`src/rtl/mem_port_arbiter_pkg.sv`:
```
// Shared types and constants for the main-memory port arbiter.
//   state_t   : sequencing states of the arbiter FSM
//   REQ_*     : requester indices (loader/debug, core data, core fetch)
//   ADDR_W/DATA_W : memory address and data widths
package mem_arb_pkg;

  typedef enum logic [1:0] {
    IDLE   = 2'd0,
    ACCESS = 2'd1,
    WAIT   = 2'd2,
    DONE   = 2'd3
  } state_t;

  localparam int REQ_LOADER = 0;
  localparam int REQ_DATA   = 1;
  localparam int REQ_FETCH  = 2;
  localparam int NUM_REQ    = 3;

  localparam int ADDR_W = 12;
  localparam int DATA_W = 12;

  // Requester index advanced modulo NUM_REQ.
  function automatic logic [1:0] next_idx(input logic [1:0] i);
    return (i == 2'd2) ? 2'd0 : i + 2'd1;
  endfunction

  function automatic logic [NUM_REQ-1:0] onehot(input logic [1:0] i);
    return 3'b001 << i;
  endfunction

endpackage

```
`src/rtl/mem_port_arbiter_rr_select.sv`:
```
// Winner selection among the three requesters.
//   clk, rst : clock, async active-high reset
//   req      : pending requests
//   take     : the current winner is being accepted this cycle
//   win, any : selected requester index, and whether any request is pending
// ARB_MODE=0 always searches from requester 0; ARB_MODE=1 searches from the
// rotating pointer, which moves past the winner on every accepted request.
module rr_select
  import mem_arb_pkg::*;
#(
  parameter int ARB_MODE = 1
) (
  input  logic               clk,
  input  logic               rst,
  input  logic [NUM_REQ-1:0] req,
  input  logic               take,
  output logic [1:0]         win,
  output logic               any
);

  logic [1:0] ptr;
  logic [1:0] cand;

  always_comb begin
    win  = 2'd0;
    any  = 1'b0;
    cand = (ARB_MODE == 0) ? 2'd0 : ptr;
    for (int k = 0; k < NUM_REQ; k++) begin
      if (!any && req[cand]) begin
        win = cand;
        any = 1'b1;
      end
      cand = next_idx(cand);
    end
  end

  always_ff @(posedge clk or posedge rst) begin
    if (rst) begin
      ptr <= 2'd0;
    end else if (take && any) begin
      ptr <= next_idx(win);
    end
  end

endmodule

```
`src/rtl/mem_port_arbiter.sv`:
```
// Shares the single-port main memory between the UART loader (0), core data
// port (1) and core instruction fetch (2). One transaction at a time.
//   clk, reset_n       : clock; reset_n is asynchronous and active HIGH
//   req/req_we         : per-requester request and write flag
//   req_addr/req_wdata : requester i in bits [12i+11:12i]
//   gnt, done          : one-hot single-cycle accept / complete pulses
//   rdata, err         : read data and out-of-range flag, valid with done
//   busy               : arbiter not idle
//   mem_*              : memory control, synchronous read of RD_LAT cycles
//
// state  | meaning
// IDLE   | sample req, latch the winner
// ACCESS | drive memory, pulse gnt
// WAIT   | RD_LAT cycles of read latency, capture data on the last one
// DONE   | pulse done with rdata/err
module mem_port_arbiter
  import mem_arb_pkg::*;
#(
  parameter int MEM_COUNT = 255,
  parameter int RD_LAT    = 1,
  parameter int ARB_MODE  = 1
) (
  input  logic                      clk,
  input  logic                      reset_n,
  input  logic [NUM_REQ-1:0]        req,
  input  logic [NUM_REQ-1:0]        req_we,
  input  logic [NUM_REQ*ADDR_W-1:0] req_addr,
  input  logic [NUM_REQ*DATA_W-1:0] req_wdata,
  output logic [NUM_REQ-1:0]        gnt,
  output logic [NUM_REQ-1:0]        done,
  output logic [DATA_W-1:0]         rdata,
  output logic                      err,
  output logic                      busy,
  output logic [ADDR_W-1:0]         mem_addr,
  output logic                      mem_we,
  output logic [DATA_W-1:0]         mem_wdata,
  input  logic [DATA_W-1:0]         mem_rdata
);

  localparam logic [ADDR_W:0] MEM_LIM  = (ADDR_W+1)'(MEM_COUNT);
  localparam logic [1:0]      LAT_LOAD = 2'(RD_LAT - 1);

  state_t state, next_state;

  logic [1:0]        win, w_idx;
  logic              any, take;
  logic              win_we, win_oor;
  logic [ADDR_W-1:0] win_addr;
  logic [DATA_W-1:0] win_wdata;
  logic              lat_we, lat_oor;
  logic [1:0]        wait_cnt;

  assign take      = (state == IDLE) && any;
  assign win_we    = req_we[win];
  assign win_addr  = req_addr[ADDR_W*win +: ADDR_W];
  assign win_wdata = req_wdata[DATA_W*win +: DATA_W];
  assign win_oor   = ({1'b0, win_addr} >= MEM_LIM);

  rr_select #(.ARB_MODE(ARB_MODE)) u_sel (
    .clk  (clk),
    .rst  (reset_n),
    .req  (req),
    .take (take),
    .win  (win),
    .any  (any)
  );

  always_comb begin
    next_state = state;
    case (state)
      IDLE:    if (any) next_state = ACCESS;
      ACCESS:  next_state = (!lat_we && !lat_oor) ? WAIT : DONE;
      WAIT:    if (wait_cnt == 2'd0) next_state = DONE;
      DONE:    next_state = IDLE;
      default: next_state = IDLE;
    endcase
  end

  // Outputs are registered: each is loaded on the edge that enters the
  // state in which it must be visible.
  always_ff @(posedge clk or posedge reset_n) begin
    if (reset_n) begin
      state     <= IDLE;
      gnt       <= '0;
      done      <= '0;
      rdata     <= '0;
      err       <= 1'b0;
      busy      <= 1'b0;
      mem_addr  <= '0;
      mem_we    <= 1'b0;
      mem_wdata <= '0;
      w_idx     <= 2'd0;
      lat_we    <= 1'b0;
      lat_oor   <= 1'b0;
      wait_cnt  <= 2'd0;
    end else begin
      state  <= next_state;
      busy   <= (next_state != IDLE);
      gnt    <= '0;
      done   <= '0;
      err    <= 1'b0;
      mem_we <= 1'b0;
      case (state)
        IDLE: begin
          if (any) begin
            w_idx     <= win;
            lat_we    <= win_we;
            lat_oor   <= win_oor;
            gnt       <= onehot(win);
            mem_addr  <= win_addr;
            mem_wdata <= win_wdata;
            mem_we    <= win_we && !win_oor;
          end
        end
        ACCESS: begin
          wait_cnt <= LAT_LOAD;
          rdata    <= '0;
          if (next_state == DONE) begin
            done <= onehot(w_idx);
            err  <= lat_oor;
          end
        end
        WAIT: begin
          if (wait_cnt == 2'd0) begin
            rdata <= mem_rdata;
            done  <= onehot(w_idx);
          end else begin
            wait_cnt <= wait_cnt - 2'd1;
          end
        end
        default: ;
      endcase
    end
  end

endmodule

```
`config.mk`:
```
export PLATFORM = sky130hd
export DESIGN_NAME = mem_port_arbiter
export DESIGN_NICKNAME = d
export VERILOG_FILES = /design/src/rtl/mem_port_arbiter_pkg.sv /design/src/rtl/mem_port_arbiter_rr_select.sv /design/src/rtl/mem_port_arbiter.sv
export SDC_FILE = /design/constraint.sdc
export NUM_CORES = 1
export LEC_CHECK = 0
export ABC_AREA = 1
export CAP_MARGIN = 20
export CORE_MARGIN = 1
export CORE_UTILIZATION = 55
export CTS_CLUSTER_SIZE = 40
export DETAILED_ROUTE_END_ITERATION = 10
export DONT_BUFFER_PORTS = 1
export PLACE_DENSITY_LB_ADDON = 0.25
export SLEW_MARGIN = 30
export SYNTH_ARGS = -nofsm -noshare
export SYNTH_HDL_FRONTEND = slang
export SYNTH_HIERARCHICAL = 1
export SYNTH_SLANG_ARGS = --single-unit
```
`constraint.sdc`:
```
create_clock -name clk -period 2.41 [get_ports clk]
set_input_delay 0.3615 -clock clk [delete_from_list [all_inputs] [get_ports clk]]
set_output_delay 0.3615 -clock clk [all_outputs]
set_load 0.01 [all_outputs]
```
# ---- Yosys cells after proc, flatten, opt, wreduce, memory -nomap -nowiden
# Cells that the tools add are included.
dict set report classes {
  n_addsub 4
  mul 1
  n_lt_le_gt_ge 5
  eq_ne 9
  shift 4
  mux 34
  reduce_logical 18
}
# operator count
set op_table {}
lappend op_table {{36-bit by 7-bit variable part select with 12-bit output} 2}
lappend op_table {{12-bit case mux with 2 select lines} 1}
lappend op_table {{2-bit 2-to-1 mux} 9}
lappend op_table {{2-bit equality test, second input constant} 6}
lappend op_table {{12-bit by 8-bit greater-or-equal comparator with 1-bit output, second input constant} 1}
lappend op_table {{2-bit by 3-bit less-than comparator with 1-bit output, second input constant} 4}
lappend op_table {{1-bit 2-to-1 mux} 12}
lappend op_table {{12-bit 2-to-1 mux} 1}
lappend op_table {{3-bit 2-to-1 mux} 4}
lappend op_table {{1-bit binary-select mux with 2-bit select} 4}
lappend op_table {{2-bit case mux with 4 select lines} 1}
lappend op_table {{2-bit by 1-bit adder with 2-bit output, second input constant} 3}
lappend op_table {{1-bit logical AND} 6}
lappend op_table {{3-bit case mux with 2 select lines} 1}
lappend op_table {{2-bit AND reduction} 3}
lappend op_table {{1-bit by 2-bit left shift with 3-bit output, first input constant} 2}
lappend op_table {{1-bit zero test} 5}
lappend op_table {{2-bit zero test} 2}
lappend op_table {{2-bit by 2-bit multiplier with 4-bit output, first input constant} 1}
lappend op_table {{2-bit != test, second input constant} 2}
lappend op_table {{2-bit case mux with 2 select lines} 1}
lappend op_table {{2-bit nonzero test} 2}
lappend op_table {{2-bit by 1-bit equality test with 1-bit output, second input constant} 1}
lappend op_table {{2-bit by 1-bit subtractor with 2-bit output, second input constant} 1}
dict set report totals {
  register_bits 55
  in_bits 92
  out_inout_bits 45
  elab_cells 89
}

# ---- Depth between registers and ports, before layout
# Gate-level depths: netlist (run 1).
dict set report logic_depth {
  ltp_word 16
  ltp_mapped 20
  depth_no_buf 19
}

# ---- Modules after synthesis
# The synthesis (run 1) kept the hierarchy.
# mod n_inst cells_per_inst area_per_inst_um2 seq_area_each_um2
set modules_own_cells {}
lappend modules_own_cells {mem_port_arbiter 1 319 2610.0 1326.3}
lappend modules_own_cells {rr_select 1 48 277.8 50.0}

# ---- Worst setup path before layout (run 1)
# Ideal clock, no wire load.
dict set report synth_timing {
  path_type {register -> register}
  from {reg u_sel.ptr[0]}
  to {reg mem_wdata[0]}
  setup_ps 126
  arrival_ps 1827
  t_required_ps 2284
  setup_slack_ps 458
  stages_incl_launch_ff 15
  path_buffers 3
  synth_period_minus_slack_ps 1952
  path_cell_list {dfrtp_1 > buf_6 > inv_1 > nor2_1 > nand2_1 > nand3_1 > nand3_1 > nand2_1 > nand2_1 > inv_1 > buf_6 > nor2_2 > buf_2 > a221oi_1 > o21ai_1}
}
dict set report synth_between {
  elab_chain_len 11
  elab_cells_between_ends 25
  classes_between {add/sub: 2; mul: 1; eq/ne: 2; shift: 1; mux: 14; reduce/logical: 5}
}
# item line_no
set synth_lines {}
lappend synth_lines {{start, declared} mem_port_arbiter_rr_select.sv:21} ;# logic [1:0] ptr;
lappend synth_lines {{start signal, assigned} mem_port_arbiter_rr_select.sv:41} ;# ptr <= next_idx(win);
lappend synth_lines {{branches (longest 8 deep; another with 2-bit by 1-bit adder with 2-bit output)} n/a}
lappend synth_lines {{2-bit 2-to-1 mux *} mem_port_arbiter_rr_select.sv:29} ;# if (!any && req[cand]) begin
lappend synth_lines {{net win[1]} mem_port_arbiter.sv:45} ;# logic [1:0] win, w_idx;
lappend synth_lines {{2-bit by 2-bit multiplier with 4-bit output *} mem_port_arbiter.sv:56} ;# assign win_wdata = req_wdata[DATA_W*win +: DATA_W];
lappend synth_lines {{36-bit by 7-bit variable part select with 12-bit output *} mem_port_arbiter.sv:56}
lappend synth_lines {{end signal, assigned} mem_port_arbiter.sv:111} ;# mem_wdata <= win_wdata;
lappend synth_lines {{end, declared} mem_port_arbiter.sv:36} ;# output logic [DATA_W-1:0] mem_wdata,
# Mark *: on every way through the listed nets, which the timed path passes. The select of a mux whose other input is x is not followed.
# A chain may end at the register's enable or synchronous reset.

# ---- Final worst setup path (run 1)
dict set report layout_timing {
  from {reg u_sel.ptr[0]}
  to {reg lat_oor}
}
dict set report layout_between {
  elab_chain_len 12
  elab_cells_between_ends 26
  classes_between {add/sub: 2; mul: 1; order compare: 1; eq/ne: 2; shift: 1; mux: 14; reduce/logical: 5}
}
# item line_no
set layout_lines {}
lappend layout_lines {{branches (longest 8 deep; another with 2-bit by 1-bit adder with 2-bit output)} n/a}
lappend layout_lines {{2-bit 2-to-1 mux *} mem_port_arbiter_rr_select.sv:29}
lappend layout_lines {{net win[1]} mem_port_arbiter.sv:45}
lappend layout_lines {{2-bit by 2-bit multiplier with 4-bit output *} mem_port_arbiter.sv:55} ;# assign win_addr = req_addr[ADDR_W*win +: ADDR_W];
lappend layout_lines {{36-bit by 7-bit variable part select with 12-bit output *} mem_port_arbiter.sv:55}
lappend layout_lines {{12-bit by 8-bit greater-or-equal comparator with 1-bit output *} mem_port_arbiter.sv:57} ;# assign win_oor = ({1'b0, win_addr} >= MEM_LIM);
lappend layout_lines {{end signal, assigned} mem_port_arbiter.sv:108} ;# lat_oor <= win_oor;
lappend layout_lines {{end, declared} mem_port_arbiter.sv:50} ;# logic lat_we, lat_oor;
# Marked as above.

==> flow_summary_export.csv, run 1 <==
group,metric,value,unit
status,status,"finished clean",
power,powerDensity,1430,nW/um^2
sta,finalHoldViolations,0,
worst_setup_path,crit_type,"register to register",
cells_and_area,drive_gt1_share,12.2,%
power,switching_share,48.0,%
logic_synthesis,syn_nets,463,
logic_synthesis,yosysUniqueCellTypes,29,
power,power_leakage,1.54,nW
global_route,antenna_found_initial,0,
drt,num_vias,2431,
drt,ant_nets,0,
sta,maxSlewViolCount,0,
drt,wl_per_cell,14.5,um
worst_setup_path,worstPathRequired,2660,ps
drt,top_layer,"met4",
place,finalWeightedCongestion,0.829,
die,core,5070,um^2
die,dieWidth,74.5,um
logic_synthesis,ys_seq_elements,55,
global_route,grt_overflow_total,0,
worst_setup_path,cp.arrival,2420,ps
clock_tree,tritoncts,"built",
logic_synthesis,synth-main-ff-cell,"dfrtp_1",
place,portBuffers,0,
die,pin_count,137,
drt,wl_met1,2.84,mm
power,combPwrFrac,48.1,%
die,num_rows,26,
global_route,grt_util_all_layers,22.9,%
drt,drtPass1Iterations,4,
clock_tree,clockBufferDepth,2,
sta,relSlewSlack,49.8,%
sta,min_period_over_period,90.0,%
logic_synthesis,yosysTopAreaCellShare,47.7,%
sta,worst_pin_slew,752,ps
drt,drc,0,
logic_synthesis,synth-xor-area-share,0,%
drt,viasPerCell,5.53,
global_route,grt_pass1_wl,9.73,mm
logic_synthesis,yosysMostFrequentCell,"nand2_1",
logic_synthesis,async_reset_ff_share,100,%
drt,met3_length,463,um
cells_and_area,antenna_cells,0,
global_route,grt_max_degree,31,
drt,dr.first_iter.drc_count,84,
power,p_sw,2.11,mW
global_route,grt_pass1_vias,2152,
logic_synthesis,synth_top_cell_by_area,"dfrtp_1",
worst_setup_path,worstSetupEndpointType,"register",
worst_setup_path,setup.worst_path.start_class,"register",
sta,setup_viol_count_final,0,
logic_synthesis,synth_top_family_by_area,"simple AND/OR/NAND/NOR gates",
logic_synthesis,synth_mux_area_share,0,%
logic_synthesis,synth_enable_flop_cells,0,
cells_and_area,fin_util,60.6,%
clock_tree,h-tree-depth,2,
clock_tree,clock_latency,310,ps
cells_and_area,syn_to_final_growth,6.41,%
clock_tree,cts_buffers,5,
sta,hold_ws,173,ps
logic_synthesis,ys_top_cells_by_area,"dfrtp_1 48%, nand2_1 15%, nand3_1 9.2%",
clock_tree,cts_root_buf,"clkbuf_8",
sta,clock_skew,10.6,ps
die,initial_utilization,56.9,%
logic_synthesis,synth-simple-area-share,33.2,%
sta,min_period,2170,ps
cells_and_area,nets,465,
clock_tree,numClockSinks,55,
logic_synthesis,synth_common_cells,"117 x nand2_1, 55 x dfrtp_1, 53 x nand3_1",
power,clkPwrFrac,12.0,%
logic_synthesis,ys_seq_area_share,47.7,%
die,die_area,5540,um^2
logic_synthesis,syn_inst,367,
hold_path,hp-class,"primary input to register",
clock_tree,clk_pin_slew,100,ps
logic_synthesis,synth_compound_area_share,9.45,%
place,dpl.hpwl,4.72,mm
drt,dr_wl_met2,3.00,mm
worst_setup_path,worstPathMaxFanout,11,
run,maxCapViolations,0,
power,p_int,2.29,mW
logic_synthesis,synthAdderAreaFrac,1.73,%
power,ir_drop,0.000851,V
logic_synthesis,syn_area,2890,um^2
logic_synthesis,yosysWarningCount,6,
sta,fmax,0.461,GHz
die,die_height,74.5,um
power,power_frac_seq,39.9,%
logic_synthesis,synth.avg_cell_area,7.87,um^2
drt,totalWireLength,6.40,mm
[power groups by stage]
stage / combinational [mW] / sequential (mW) / clock (mW)
floorplan: 1.76 / 1.68 / 0
global placement: 1.99 / 1.77 / 0
detailed placement: 2.06 / 1.77 / 0
CTS: 2.06 / 1.76 / 0.544
global route: 2.44 / 1.81 / 0.575
finish: 2.12 / 1.76 / 0.527
[routing by layer]
| layer | track usage [%] | up-vias |
|---|---|---|
| met3 | 5.42 | 10 |
| li1 | - | 1204 |
| met4 | 8.81 | 0 |
| met1 | 29.3 | 1121 |
| met2 | 37.9 | 96 |
| met5 | 0 | - |
[cell type report]
class | instances | area [um^2]
clock inverter | 3 | 27.5
fill | 470 | 2000
sequential | 55 | 1380
clock buffer | 5 | 68.8
inverter | 29 | 114
multi-input combinational | 264 | 1290
timing repair buffer | 14 | 108
tap | 70 | 87.6
[critical path, cell delays in order, from the launching register on]
cell,delay [ps]
dfrtp_2,470
buf_4,150
nor3_2,220
nor2_2,80
nand3_1,90
nand2_1,50
nand2_1,110
inv_4,80
nor2_4,230
inv_1,130
nor2_1,130
nor2_2,60
nand2_1,60
nor2_1,40
nand2_1,70
nand2_1,50
nand2_1,70
[layout by cell type (no fill, tap or decap), types with 2 or more instances in the layout]
master,netlist,final
inv_1,26,24
inv_4,0,2
a31oi_1,7,7
buf_4,1,13
o2111ai_1,2,2
a221oi_1,5,5
nor2_2,5,5
nand3_1,53,53
nor2_1,28,27
dfrtp_1,55,53
dfrtp_2,0,2
nand2_1,117,117
a21oi_1,6,6
o21ai_0,11,11
ha_1,4,4
nor3_1,2,2
nand3_2,5,5
nor2_4,2,3
a22oi_1,6,6
o21ai_1,3,3
clkbuf_8,0,5
or2_2,2,2
inv_2,3,3
[repair_timing]
item,4_1_cts,5_1_grt
hold endpoints to repair,24,0
setup buffers,0,3
hold buffers,1,0
resized for setup,0,7
endpoints found under the setup margin,0,19
[cell families (layout without fill, tap and decap cells)]
| family | count (synthesis) | in the layout |
|---|---|---|
| simple gates | 217 | 217 |
| flops | 55 | 55 |
| buf+inv | 48 | 51 |
| compound gates | 43 | 43 |
| fa+ha+maj | 4 | 4 |
[stage by stage]
step / std cells / setup WS, ps / area, um^2 / power [mW] / setup TNS [ps]
after CTS: 437 / 20.7 / 3040 / 4.36 / 0
after global placement: 428 / 159 / 2930 / 3.76 / 0
after detailed placement: 428 / 20.5 / 2930 / 3.83 / 0
final: 440 / 240 / 3070 / 4.40 / 0
after global routing: 440 / -12.0 / 3070 / 4.83 / -12.0
after floorplan: 367 / 458 / 2890 / 3.43 / 0
[path summary, 6_finish.rpt]
path                       cells past startpoint            to  slack, ps          from
max                                           16       lat_oor        240  u_sel/ptr[0]
max reg2reg                                   16       lat_oor        240  u_sel/ptr[0]
min                                            2  mem_wdata[3]        170  req_wdata[3]
min reg2reg                                    3       done[0]        500      w_idx[0]
max in group asynchronous                      3        gnt[2]       1120       reset_n
min in group asynchronous                      2  u_sel/ptr[0]        390       reset_n
[state kept, by name, summed over array words and instances (netlist names)]
register / count
mem_addr: 12
mem_wdata: 12
rdata: 12
done: 3
gnt: 3
state: 2
u_sel/ptr: 2
w_idx: 2
wait_cnt: 2
busy: 1
err: 1
lat_oor: 1
lat_we: 1
mem_we: 1
Note: power is estimated with default switching activity, not from simulation.
==> run 2, diff against run 1 <==
--- a/config.mk
+++ b/config.mk
@@ -8,7 +8,8 @@
 export ABC_AREA = 1
 export CAP_MARGIN = 20
 export CORE_MARGIN = 1
-export CORE_UTILIZATION = 55
+export CORE_UTILIZATION = 50
+export CTS_CLUSTER_DIAMETER = 40
 export CTS_CLUSTER_SIZE = 40
 export DETAILED_ROUTE_END_ITERATION = 10
 export DONT_BUFFER_PORTS = 1
==> flow_summary_export.csv, run 2 (synthesis gave the netlist of run 1 again) <==
group,metric,value,unit
status,status,"finished clean",
sta,setup_viol_count_final,0,
global_route,antenna_found_initial,0,
place,dpl.hpwl,5.03,mm
worst_setup_path,cp.arrival,2410,ps
clock_tree,clockBufferDepth,2,
global_route,grt_pass1_vias,2425,
cells_and_area,drive_gt1_share,12.6,%
worst_setup_path,ff2ff_setup_slack,220,ps
global_route,use_met3,6.59,%
worst_setup_path,setup.worst_path.start_class,"register",
cells_and_area,largestRegisters,"mem_addr: 12 flops, mem_wdata: 12 flops, rdata: 12 flops",
worst_setup_path,worstSetupEndpointType,"register",
die,pin_count,137,
worst_setup_path,worstPathMaxFanout,13,
place,finalWeightedCongestion,0.791,
worst_setup_path,worstPathRequired,2630,ps
die,core,5540,um^2
sta,maxSlewViolCount,0,
cells_and_area,seqCellArea,1380,um^2
clock_tree,cts_root_buf,"clkbuf_8",
clock_tree,numClockSinks,55,
sta,min_period_over_period,91.0,%
drt,drtPass1Iterations,4,
cells_and_area,multi_input_area,1310,um^2
drt,wl_per_cell,15.2,um
drt,dr.first_iter.drc_count,82,
clock_tree,clk_pin_slew,100,ps
global_route,grt_use_met1,26.2,%
hold_path,hp-start,"req_wdata[4]",
drt,drc,0,
cells_and_area,antenna_cells,0,
hold_path,hp-class,"primary input to register",
sta,clock_skew,6.75,ps
die,dieWidth,78.0,um
clock_tree,cts_buffers,5,
sta,relSlewSlack,65.6,%
power,powerDensity,1440,nW/um^2
die,initial_utilization,52.1,%
cells_and_area,nets,467,
cells_and_area,stdcell_area,3110,um^2
clock_tree,tritoncts,"built",
global_route,grt_pass1_wl,11.0,mm
cells_and_area,final_common_cell,"nand2_1",
sta,worst_pin_slew,515,ps
cells_and_area,final_cell_mix,"116 x nand2_1, 53 x nand3_1, 53 x dfrtp_1, 27 x nor2_1, 24 x inv_1",
global_route,grt_overflow_total,0,
die,die_area,6080,um^2
drt,viasPerCell,5.58,
worst_setup_path,r2r-end,"lat_oor",
hold_path,hold_end,"mem_wdata[4]",
sta,fmax,0.456,GHz
sta,min_period,2190,ps
worst_setup_path,reg2reg_depth,19,
global_route,grt_util_all_layers,23.3,%
sta,setup-tns-final,0,ps
global_route,top_usage_layer,"met2",
worst_setup_path,crit_type,"register to register",
hold_path,min_path_cells,2,
clock_tree,h-tree-depth,2,
place,dp_slack,-30.2,ps
power,ir_drop,0.000661,V
drt,num_vias,2477,
global_route,grt_max_degree,32,
die,die_height,78.0,um
global_route,grt_use_met2,40.5,%
place,placed_cell_area,2960,um^2
cells_and_area,n_fill_cell,517,
drt,ant_nets,0,
cells_and_area,syn_to_final_growth,7.84,%
die,num_rows,27,
sta,finalHoldViolations,0,
run,maxCapViolations,0,
drt,totalWireLength,6.77,mm
power,power_leakage,1.55,nW
worst_setup_path,r2r-start,"u_sel/ptr[0]",
sta,final.setup.worst_slack,216,ps
place,portBuffers,0,
clock_tree,clock_latency,310,ps
## run 2: cell types whose count changed in the layout (fill, tap and decap cells not counted)
cell        previous run  this run
buf_12                 0         1
clkbuf_1               0         1
clkinv_4               1         3
clkinvlp_4             1         0
inv_4                  2         0
inv_6                  0         1
inv_8                  1         0
nand2_1              117       116
nand2_2                1         2
nor2_4                 3         4
nor3_2                 1         0
nor3_4                 0         1
## run 2: area by class of cell
type,instances,share of cell area (%)
Inverter,29,3.82
Clock inverter,2,0.562
Timing Repair Buffer,15,4.10
Multi-Input combinational cell,265,42.0
Sequential cell,55,44.3
Clock buffer,6,2.33
Tap cell,72,2.89
## run 2: layer usage
metal	wire [um]	part of all wire, %	up-vias
li1	-	-	1215
met1	2780	41	1159
met2	3350	50	92
met3	499	7.4	11
met4	142	2.1	0
met5	0	0	-
## run 2: power breakdown
group          switching [mW]  internal (mW)
sequential              0.440           1.32
combinational            1.42          0.780
clock                   0.301          0.209
## run 2: metrics by stage
stage / instances / util (%) / power [mW] / hold WS [ps]
6_report: 444 / 56.2 / 4.48 / 169
5_1_grt: 444 / 56.2 / 4.89 / 167
4_1_cts: 442 / 55.4 / 4.43 / 163
3_5_place_dp: 432 / 53.4 / 3.88 / 111
3_3_place_gp: 432 / 53.4 / 3.78 / 109
2_1_floorplan: 367 / - / 3.43 / 103
## run 2: critical path: stages, from the launching register on
cell,delay (ps)
dfrtp_2,470
inv_1,100
nor2_2,130
nand2_1,80
nand3_1,110
inv_1,70
nand3_1,70
nand2_1,60
nand2_2,110
clkinv_4,120
inv_6,130
nor2_4,60
nand2_1,50
nand2_1,40
nor2_1,130
nand2_1,70
nor2_1,110
nand2_1,70
nand2_1,50
nand2_1,50
## run 2: worst max path at each step
stage	depth (start not counted)	slack, ps	end	startpoint
3_5_place_dp	14	-30	mem_wdata[3]	u_sel/ptr[0]
2_1_floorplan	14	460	mem_wdata[0]	u_sel/ptr[0]
4_1_cts	18	90	lat_oor	u_sel/ptr[0]
3_3_place_gp	19	140	lat_oor	u_sel/ptr[0]
6_report	19	220	lat_oor	u_sel/ptr[0]
5_1_grt	19	-20	lat_oor	u_sel/ptr[0]
## run 2: repair_timing
| action | in CTS | in global routing |
|---|---|---|
| pin swaps | 1 | 0 |
| hold endpoints to repair | 24 | 0 |
| cloned | 1 | 0 |
| hold buffers | 1 | 0 |
| resized for setup | 2 | 10 |
| setup buffers | 0 | 2 |
| endpoints found under the setup margin | 7 | 14 |
==> run 3, diff against run 2 <==
--- a/config.mk
+++ b/config.mk
@@ -9,6 +9,7 @@
 export CAP_MARGIN = 20
 export CORE_MARGIN = 1
 export CORE_UTILIZATION = 50
+export CTS_BUF_LIST = sky130_fd_sc_hd__clkbuf_4 sky130_fd_sc_hd__clkbuf_8
 export CTS_CLUSTER_DIAMETER = 40
 export CTS_CLUSTER_SIZE = 40
 export DETAILED_ROUTE_END_ITERATION = 10
==> flow_summary_export.csv, run 3 (synthesis gave the netlist of run 1 again) <==
group,metric,value,unit
status,status,"finished clean",
cells_and_area,final_common_cell,"nand2_1",
run,maxCapViolations,0,
global_route,antenna_found_initial,0,
cells_and_area,fin_cells,444,
place,finalWeightedCongestion,0.791,
worst_setup_path,worstPathRequired,2630,ps
die,pin_count,137,
sta,maxSlewViolCount,0,
clock_tree,h-tree-depth,2,
worst_setup_path,setup.worst_path.start_class,"register",
drt,drtPass1Iterations,4,
die,initial_utilization,52.1,%
worst_setup_path,reg2reg_depth,19,
sta,hold_ws,169,ps
drt,num_vias,2477,
place,portBuffers,0,
die,dieWidth,78.0,um
power,total_power,4.49,mW
worst_setup_path,r2r-end,"lat_oor",
worst_setup_path,crit_type,"register to register",
global_route,grt_overflow_total,0,
worst_setup_path,r2r-start,"u_sel/ptr[0]",
die,core,5540,um^2
clock_tree,numClockSinks,55,
sta,setup_viol_count_final,0,
drt,drc,0,
clock_tree,clockBufferDepth,2,
drt,dr.first_iter.drc_count,82,
sta,worst_pin_slew,515,ps
hold_path,hp-class,"primary input to register",
sta,finalHoldViolations,0,
clock_tree,cts_buffers,5,
cells_and_area,multi_input_area,1310,um^2
die,die_height,78.0,um
cells_and_area,drive_gt1_share,12.9,%
place,dp_cells,432,
cells_and_area,final_cell_mix,"116 x nand2_1, 53 x nand3_1, 53 x dfrtp_1, 27 x nor2_1, 24 x inv_1",
hold_path,min_path_cells,2,
clock_tree,cts_root_buf,"clkbuf_8",
global_route,grt_max_degree,32,
sta,clock_skew,6.90,ps
die,die_area,6080,um^2
cells_and_area,seqCellArea,1380,um^2
cells_and_area,largestRegisters,"mem_addr: 12 flops, mem_wdata: 12 flops, rdata: 12 flops",
drt,totalWireLength,6.77,mm
drt,ant_nets,0,
clock_tree,clk_pin_slew,100,ps
sta,fmax,0.456,GHz
sta,final.setup.worst_slack,216,ps
power,power_leakage,1.55,nW
sta,relSlewSlack,65.6,%
worst_setup_path,slowest_delay,470,ps
cells_and_area,antenna_cells,0,
place,dpl.hpwl,5.03,mm
power,ir_drop,0.000662,V
worst_setup_path,worstPathMaxFanout,13,
sta,min_period,2190,ps
cells_and_area,n_fill_cell,515,
worst_setup_path,ff2ff_setup_slack,220,ps
global_route,grt_util_all_layers,23.3,%
worst_setup_path,cp_common_cell,"nand2_1",
global_route,grt_pass1_vias,2425,
cells_and_area,nets,467,
drt,viasPerCell,5.58,
global_route,grt_pass1_wl,11.0,mm
die,num_rows,27,
worst_setup_path,crit_slowest_cell,"dfrtp_2",
clock_tree,tritoncts,"built",
clock_tree,clock_latency,310,ps
drt,wl_per_cell,15.2,um
place,dp_slack,-30.2,ps
sta,min_period_over_period,91.0,%
hold_path,hold_end,"mem_wdata[4]",
worst_setup_path,worstSetupEndpointType,"register",
worst_setup_path,timing.critical_path.cells,"inv_1 -> nor2_2 -> nand2_1 -> nand3_1 -> inv_1 -> nand3_1 -> nand2_1 -> nand2_2 -> clkinv_4 -> inv_6 -> nor2_4 -> nand2_1 -> nand2_1 -> nor2_1 -> nand2_1 -> nor2_1 -> nand2_1 -> nand2_1 -> nand2_1",
hold_path,hp-start,"req_wdata[4]",
power,powerDensity,1440,nW/um^2
worst_setup_path,cp.arrival,2410,ps
cells_and_area,syn_to_final_growth,7.97,%
run 3: changes by cell type in the layout (fill, tap and decap cells not counted):
cell / previous run / this run
clkbuf_4: 0 / 1
clkbuf_1: 1 / 0
run 3: worst max-delay path by stage:
| stage | from | end | slack [ps] | depth (start not counted) |
|---|---|---|---|---|
| floorplan | u_sel/ptr[0] | mem_wdata[0] | 460 | 14 |
| global placement | u_sel/ptr[0] | lat_oor | 140 | 19 |
| detailed placement | u_sel/ptr[0] | mem_wdata[3] | -30 | 14 |
| CTS | u_sel/ptr[0] | lat_oor | 90 | 18 |
| global route | u_sel/ptr[0] | lat_oor | -20 | 19 |
| finish | u_sel/ptr[0] | lat_oor | 220 | 19 |
run 3: through the flow:
step	util [%]	TNS [ps]	cell area, um^2
detailed placement	53.4	-95.0	2960
global route	56.3	-32.1	3120
finish	56.3	0	3120
global placement	53.4	0	2960
floorplan	-	0	2890
CTS	55.4	0	3070
run 3: report_power, final:
group          internal (mW)  switching, mW  leakage, nW
sequential              1.32          0.440        0.684
combinational          0.780           1.42        0.821
clock                  0.221          0.302       0.0488
total                   2.32           2.16         1.55
run 3: critical path, delay by kind of cell, from the launching register on:
| kind | cells | cell delay, ps |
|---|---|---|
| buffers and inverters | 4 | 420 |
| DFF | 1 | 470 |
| and+or+nand+nor | 15 | 1190 |
run 3: what timing repair did:
| item | CTS | global route |
|---|---|---|
| pin swaps | 1 | 0 |
| endpoints found under the setup margin | 7 | 14 |
| hold buffers | 1 | 0 |
| hold endpoints to repair | 24 | 0 |
| gates cloned | 1 | 0 |
| resized for setup | 2 | 10 |
| setup buffers | 0 | 2 |
run 3: routing by layer:
layer  vias up  global-route usage (%)  wire length, um
met1      1159                    26.2             2780
met3        11                    6.59              499
li1       1215                       -                -
met5         -                       0                0
met4         0                    10.9              142
met2        92                    40.5             3350
run 3: area by class of cell:
cell class / count / area share (%)
multi-input cells: 265 / 42.0
inverters: 29 / 3.81
clock buffers: 6 / 2.45
flip-flops and latches: 55 / 44.2
clock inverters: 2 / 0.562
repair buffers: 15 / 4.09
well taps: 72 / 2.89
